<file path="src/rtl/ln_stat_ctrl.sv">
// LayerNorm statistics sequencer: accumulates sum / sum-of-squares over one
// N-sample vector, hands E[x] and E[x^2] to preprocess, and holds the result for downstream.
module ln_stat_ctrl #(
    parameter int unsigned DATA_W = 8,
    parameter int unsigned LOG2_N = 6
) (
    input  logic                     i_clk,
    input  logic                     i_rstn,
    input  logic                     i_start,
    output logic                     o_busy,
    input  logic                     i_x_valid,
    input  logic signed [DATA_W-1:0] i_x,
    output logic                     o_x_ready,
    output logic                     o_pre_valid,
    output logic [21:0]              o_Ex,
    output logic [31:0]              o_Ex2,
    input  logic                     i_pre_done,
    input  logic [21:0]              i_mean,
    input  logic [7:0]               i_std,
    output logic                     o_stat_valid,
    input  logic                     i_stat_ready,
    output logic [21:0]              o_mean,
    output logic [7:0]               o_std,
    output logic                     o_err
);

    localparam int unsigned N     = 1 << LOG2_N;
    localparam int unsigned SUM_W = DATA_W + LOG2_N;
    localparam int unsigned SQ_W  = 2 * DATA_W + LOG2_N;
    localparam int unsigned CNT_W = LOG2_N + 1;
    localparam int unsigned MUL_W = 2 * DATA_W;

    typedef enum logic [1:0] {
        IDLE  = 2'd0,
        ACCUM = 2'd1,
        PRE   = 2'd2,
        OUT   = 2'd3
    } state_e;

    state_e                   state_q, state_d;
    logic signed [SUM_W-1:0]  sum_q, sum_d;
    logic [SQ_W-1:0]          sumsq_q, sumsq_d;
    logic [CNT_W-1:0]         count_q, count_d;
    logic [21:0]              mean_q, mean_d;
    logic [7:0]               std_q, std_d;
    logic                     err_q, err_d;

    logic signed [MUL_W-1:0]  x_sq;
    logic signed [SUM_W-1:0]  ex_s;

    // State and datapath registers
    always_ff @(posedge i_clk) begin
        if (!i_rstn) begin
            state_q <= IDLE;
            sum_q   <= '0;
            sumsq_q <= '0;
            count_q <= '0;
            mean_q  <= '0;
            std_q   <= '0;
            err_q   <= 1'b0;
        end else begin
            state_q <= state_d;
            sum_q   <= sum_d;
            sumsq_q <= sumsq_d;
            count_q <= count_d;
            mean_q  <= mean_d;
            std_q   <= std_d;
            err_q   <= err_d;
        end
    end

    // Next-state and register update
    always_comb begin
        state_d = state_q;
        sum_d   = sum_q;
        sumsq_d = sumsq_q;
        count_d = count_q;
        mean_d  = mean_q;
        std_d   = std_q;
        err_d   = err_q;
        x_sq    = i_x * i_x;

        case (state_q)
            IDLE: begin
                if (i_start) begin
                    sum_d   = '0;
                    sumsq_d = '0;
                    count_d = '0;
                    state_d = ACCUM;
                end
            end
            ACCUM: begin
                if (i_x_valid) begin
                    sum_d   = sum_q + SUM_W'(i_x);
                    sumsq_d = sumsq_q + SQ_W'($unsigned(x_sq));
                    count_d = count_q + CNT_W'(1);
                    if (count_q == CNT_W'(N - 1)) begin
                        state_d = PRE;
                    end
                end
            end
            // Preprocess is combinational, so its answer is valid on this same edge
            PRE: begin
                mean_d  = i_mean;
                std_d   = i_std;
                err_d   = ~i_pre_done;
                state_d = OUT;
            end
            OUT: begin
                if (i_stat_ready) begin
                    state_d = IDLE;
                end
            end
            default: state_d = IDLE;
        endcase
    end

    // Outputs decoded from registered state and accumulators
    always_comb begin
        ex_s         = sum_q >>> LOG2_N;
        o_Ex         = 22'(ex_s);
        o_Ex2        = 32'(sumsq_q >> LOG2_N);
        o_busy       = (state_q != IDLE);
        o_x_ready    = (state_q == ACCUM);
        o_pre_valid  = (state_q == PRE);
        o_stat_valid = (state_q == OUT);
        o_mean       = mean_q;
        o_std        = std_q;
        o_err        = err_q;
    end

endmodule

</file>
<file path="config.mk">
export PLATFORM = sky130hd
export DESIGN_NAME = ln_stat_ctrl
export DESIGN_NICKNAME = d
export VERILOG_FILES = /design/src/rtl/ln_stat_ctrl.sv
export SDC_FILE = /design/constraint.sdc
export NUM_CORES = 1
export LEC_CHECK = 0
export BUFFER_PORTS_ARGS = -buffer_cell sky130_fd_sc_hd__buf_2
export CORE_ASPECT_RATIO = 2
export CORE_MARGIN = 2
export CORE_UTILIZATION = 45
export CTS_BUF_LIST = sky130_fd_sc_hd__clkbuf_4 sky130_fd_sc_hd__clkbuf_8
export DETAILED_ROUTE_END_ITERATION = 6
export GPL_TIMING_DRIVEN = 0
export PLACE_DENSITY = 0.75
export SETUP_SLACK_MARGIN = 0.05
export SYNTH_ARGS = -nofsm -noshare
export SYNTH_HDL_FRONTEND = slang
export SYNTH_SLANG_ARGS = --single-unit
</file>
<file path="constraint.sdc">
create_clock -name i_clk -period 15.45 [get_ports i_clk]
set_input_delay 0 -clock i_clk [delete_from_list [all_inputs] [get_ports i_clk]]
set_output_delay 0 -clock i_clk [all_outputs]
set_load 0.05 [all_outputs]
</file>
==> impl_summary.md <==
Clock tree
The number of sinks on the clock net is 76. Hold repair after CTS inserted 31 buffers. TritonCTS created 9 clock buffers. The number of instances resized during post-cts repair is 0. The maximum clock insertion buffer count is 2. The number of levels the H-tree was split into is 3. The number of buffers inserted to repair setup after CTS is 0. The clock tree root buffer cell is clkbuf_8. The insertion delay to the later sink of the worst-skew pair is 0.36 ns.

The clock tree from TritonCTS is done. After clock tree synthesis, the clock-pin slew on the worst setup and hold paths is 0.08 ns.

Routing
Before antenna repair, the detailed router went through 4 iterations. For this block, the initial DRC count from the detailed router was 242. The routed layout has 5,773 vias. After detailed routing, the total wire length is 16,010 um.

The routed length per placed instance is 14.02 um. The post-route DRC violation count is 0. The count of nets left with antenna violations once routing finished came out at 0.

The vias per cell is 5.055.

Logic synthesis
In this run, synthesis inferred 0 flip-flops with an integrated enable. The number of warnings printed during yosys synthesis is 0. The synthesis-stage register bit count is 76. The cell area after synthesis is 6794 um2.

The post-synthesis sequential area ratio is 22.39%. The cell accounting for the most synthesized area is dfxtp_1. The share of flip-flops with an asynchronous set or reset is 0%. Among all flip-flop cells after synthesis, the most frequent one is dfxtp_1.

The count of unique library cells instantiated by Yosys is 61. The area share of the largest cell type after synthesis is 22.39%. The mean cell area of the mapped netlist is 8.835 um2. Yosys attributes the largest share of cell area to dfxtp_1, fa_1, ha_1. After technology mapping, the gate count stands at 769.

Placed design
The congestion estimate from routability-driven global placement came to 0.8620. The post-placement cell count is 1,095. The number of I/O port buffers is 116. The placed instances occupy a cell area of 7675 um2. Before CTS, the worst setup slack after placement is 9.069 ns. After legalization and detailed placement, the total HPWL measured 12,840 um.

Power
Combinational logic burns 71.2% of the power. The fraction of power consumed by the clock network is 12.3%. The internal power contribution is 0.7604 mW. In this run switching power makes up 51.18% of total power. The maximum VDD drop is 0.09202 mV. The power density of the placed cells is 189.1 nW/um2. In this run the static leakage power is 4.018 nW.

The switching power of the nets is 0.7970 mW. The power share of the sequential group is 16.5%.

Timing
The total count of hold-check failures in the final report is 0. The worst path uses 38.79% of the clock period. The final count of negative-setup-slack endpoints is 0. The setup slack of the critical path after layout is 9.457 ns. The measured slew at the worst slew-check pin is 0.7520 ns. The final critical-path required period is 5.993 ns. The maximum clock frequency is 166.9 MHz.

Headroom to the max-slew limit came out at 49.86%. Summed over all failing endpoints, the final setup total negative slack is 0 ns. The count of final max-slew check failures is 0. Setup repair after global routing left no endpoint under its margin. The clock skew is 0.01321 ns.

Critical path
The maximum fanout encountered on the critical timing path is 8. At the worst endpoint, the arrival time is 6.27 ns. The termination of the worst setup path is sumsq_q[20]$_SDFFE_PN0P_. Traced cell by cell, the critical path runs through buf_2, clkbuf_1, inv_1, nor2_1, inv_1, fa_1, inv_1, fa_1, fa_1, inv_1, fa_1, inv_1, ha_1, or3_1, o221a_2, o41ai_1, xnor2_1, ha_1, nand3_1, o211ai_1, a311oi_2, or4_1, a21oi_1. The required time of the critical path is 15.73 ns. The critical path starts at i_x[6]. The slowest stage of the critical path is the fa_1 cell.

The delay of the slowest critical-path stage is 0.56 ns. By startpoint and endpoint, the worst setup path is classified as in -> reg. In this run the critical register-to-register path is captured at sumsq_q[10]$_SDFFE_PN0P_. The startpoint type of the worst setup path is a primary input.

The worst setup path is captured at a register. Measured in cells, the most critical reg-to-reg path has a length of 10. The setup check on the worst reg-to-reg path leaves a slack of 12.77 ns.

The critical path's most frequent cell is inv_1. The critical register-to-register path startpoint is state_q[0]$_SDFFE_PN0P_.

Floorplan
133 I/O pins were placed. For this configuration, the core starts out at a cell density of 45.85%. The core footprint is 14,820 um2. The floorplan step defined a die boundary enclosing 16,160 um2. In this run the core area contains 63 standard-cell rows.

Measured along the x axis, the die boundary spans 90.89 um. The chip height is 177.8 um.

Finish
For this run, the share of the core covered by cells in the final layout is 55.56%. The register area is 1521 um2. The repair_antennas step left the layout with diodes totalling 0.

The count of non-filler cells in the finished layout is 1,142. The area growth from synthesis to layout is 21.20%. The multi-input gate area in the final layout is 4501 um2.

Cells with a size suffix above 1 make up 21.44% of the layout. The filler cells instantiated in the layout total 1,410. The final design area excluding fillers is 8234 um2. For this run, the post-layout net count is 1,093.

Global routing
The number of global-route vias before repair came to 5,800. The number of antenna violations at the first check in global routing is 0. The total grt overflow is 0.

In the global route stage, met3 resource usage came out at 2.123%. The met1 routing resource usage after global routing is 18.57%. The global routing stage identified its most utilized layer as met2. Entering global routing, the biggest net connects 18 pins. The global router's overall resource usage is 19.92%. Global routing consumed, on the met2 layer, 41.29% of the routing resources. The first global-routing pass estimated 26,010 um of wire.

Flow run
The count of maximum capacitance violations is 0.

Hold path
Counting instances, the worst hold path has a depth of 3. The path category of the worst min-delay check is in -> reg.

Run status
The run finished with clean final reports.
layer usage:
metal  routed length (um)  vias to the layer above
met1                 5620                     2754
met4                  667                        0
met2                 9264                      122
li1                     -                     2866
met5                    0                        -
met3                  459                       31
how the worst min path moves through the flow:
| stage | startpoint | to | slack, ns |
|---|---|---|---|
| final | i_rstn | sum_q[2]$_SDFFE_PN0P_ | 0.05 |
| after floorplan | i_mean[0] | o_mean[0]$_SDFFE_PN0P_ | 0.15 |
| after global routing | i_rstn | sum_q[2]$_SDFFE_PN0P_ | 0.08 |
| after detailed placement | i_std[5] | o_std[5]$_SDFFE_PN0P_ | 0.25 |
| after CTS | i_rstn | sum_q[2]$_SDFFE_PN0P_ | 0.05 |
| after global placement | i_mean[3] | o_mean[3]$_SDFFE_PN0P_ | 0.23 |
final cells by class:
| class | count | share of cell area [%] |
|---|---|---|
| timing repair buffer | 147 | 10.82 |
| tap | 195 | 2.963 |
| clock buffer | 10 | 1.671 |
| clock inverter | 6 | 1.352 |
| multi-input combinational | 542 | 54.66 |
| sequential | 76 | 18.48 |
| inverter | 88 | 4.012 |
| buffer | 78 | 6.048 |
state kept, by name, indices dropped and copies added (netlist names):
signal   cells
count_q      7
o_err        1
o_mean      22
o_std        8
state_q      2
sum_q       14
sumsq_q     22
cell families after synthesis:
family                     count (synthesis)  synth area share [%]
AOI/OAI and AO/OA                        146                 15.29
DFF                                       76                 22.39
buffers and inverters                    166                 12.19
muxes                                     35                 5.175
other                                      1               0.05520
xor gates and xnor gates                  43                 5.543
adders and majority gates                107                 24.57
and+or+nand+nor                          195                 14.79
metrics by stage:
step	hold slack [ns]	power [mW]
5_1_grt	0.08323	1.688
6_report	0.05297	1.557
3_5_place_dp	0.2475	1.360
3_3_place_gp	0.2335	1.339
4_1_cts	0.05285	1.567
2_1_floorplan	0.1476	1.140
layout by cell type (no fill, tap or decap), types with 6 or more instances in the layout:
| cell type | instances |
|---|---|
| conb_1 | 16 |
| o21a_1 | 7 |
| xor2_1 | 12 |
| a21o_1 | 11 |
| nor2_1 | 39 |
| dfxtp_1 | 76 |
| a22oi_1 | 12 |
| clkbuf_1 | 21 |
| dlygate4sd3_1 | 31 |
| and2_1 | 17 |
| a21oi_1 | 30 |
| or4_1 | 6 |
| fa_1 | 44 |
| mux2i_1 | 34 |
| ha_1 | 63 |
| nand3_1 | 10 |
| a211oi_1 | 7 |
| o21ai_0 | 27 |
| nand2_1 | 51 |
| buf_4 | 54 |
| nand2b_1 | 6 |
| xnor2_1 | 31 |
| clkbuf_8 | 10 |
| inv_1 | 88 |
| nor3b_1 | 7 |
| a31oi_1 | 7 |
| buf_2 | 118 |
| nor2b_1 | 33 |
power by group through the flow:
stage | combinational [mW] | sequential [mW] | clock [mW]
global route | 1.22 | 0.262 | 0.205
global placement | 1.08 | 0.260 | 0
detailed placement | 1.10 | 0.261 | 0
CTS | 1.11 | 0.258 | 0.196
floorplan | 0.826 | 0.314 | 0
finish | 1.11 | 0.257 | 0.192
cell usage after synthesis, types with 6 or more instances:
library cell	instances
o21a_1	7
and2_1	17
nor2_1	39
a21o_1	11
fa_1	44
xnor2_1	31
nand2_1	51
a22oi_1	12
nor2b_1	33
inv_1	88
a211oi_1	7
mux2i_1	34
clkbuf_1	21
ha_1	63
a21oi_1	30
o21ai_0	27
xor2_1	12
or4_1	6
nand3_1	10
nor3b_1	7
a31oi_1	7
nand2b_1	6
buf_4	54
dfxtp_1	76
critical path, delay by kind of cell:
| kind | cells | cell delay, ns |
|---|---|---|
| adder cells (fa/ha/maj) | 6 | 2.68 |
| AND/OR/NAND/NOR | 4 | 1.29 |
| AO/OA/AOI/OAI | 5 | 1.26 |
| buffers and inverters | 7 | 0.86 |
| XOR/XNOR | 1 | 0.17 |
(Power assumes the default switching activity.)
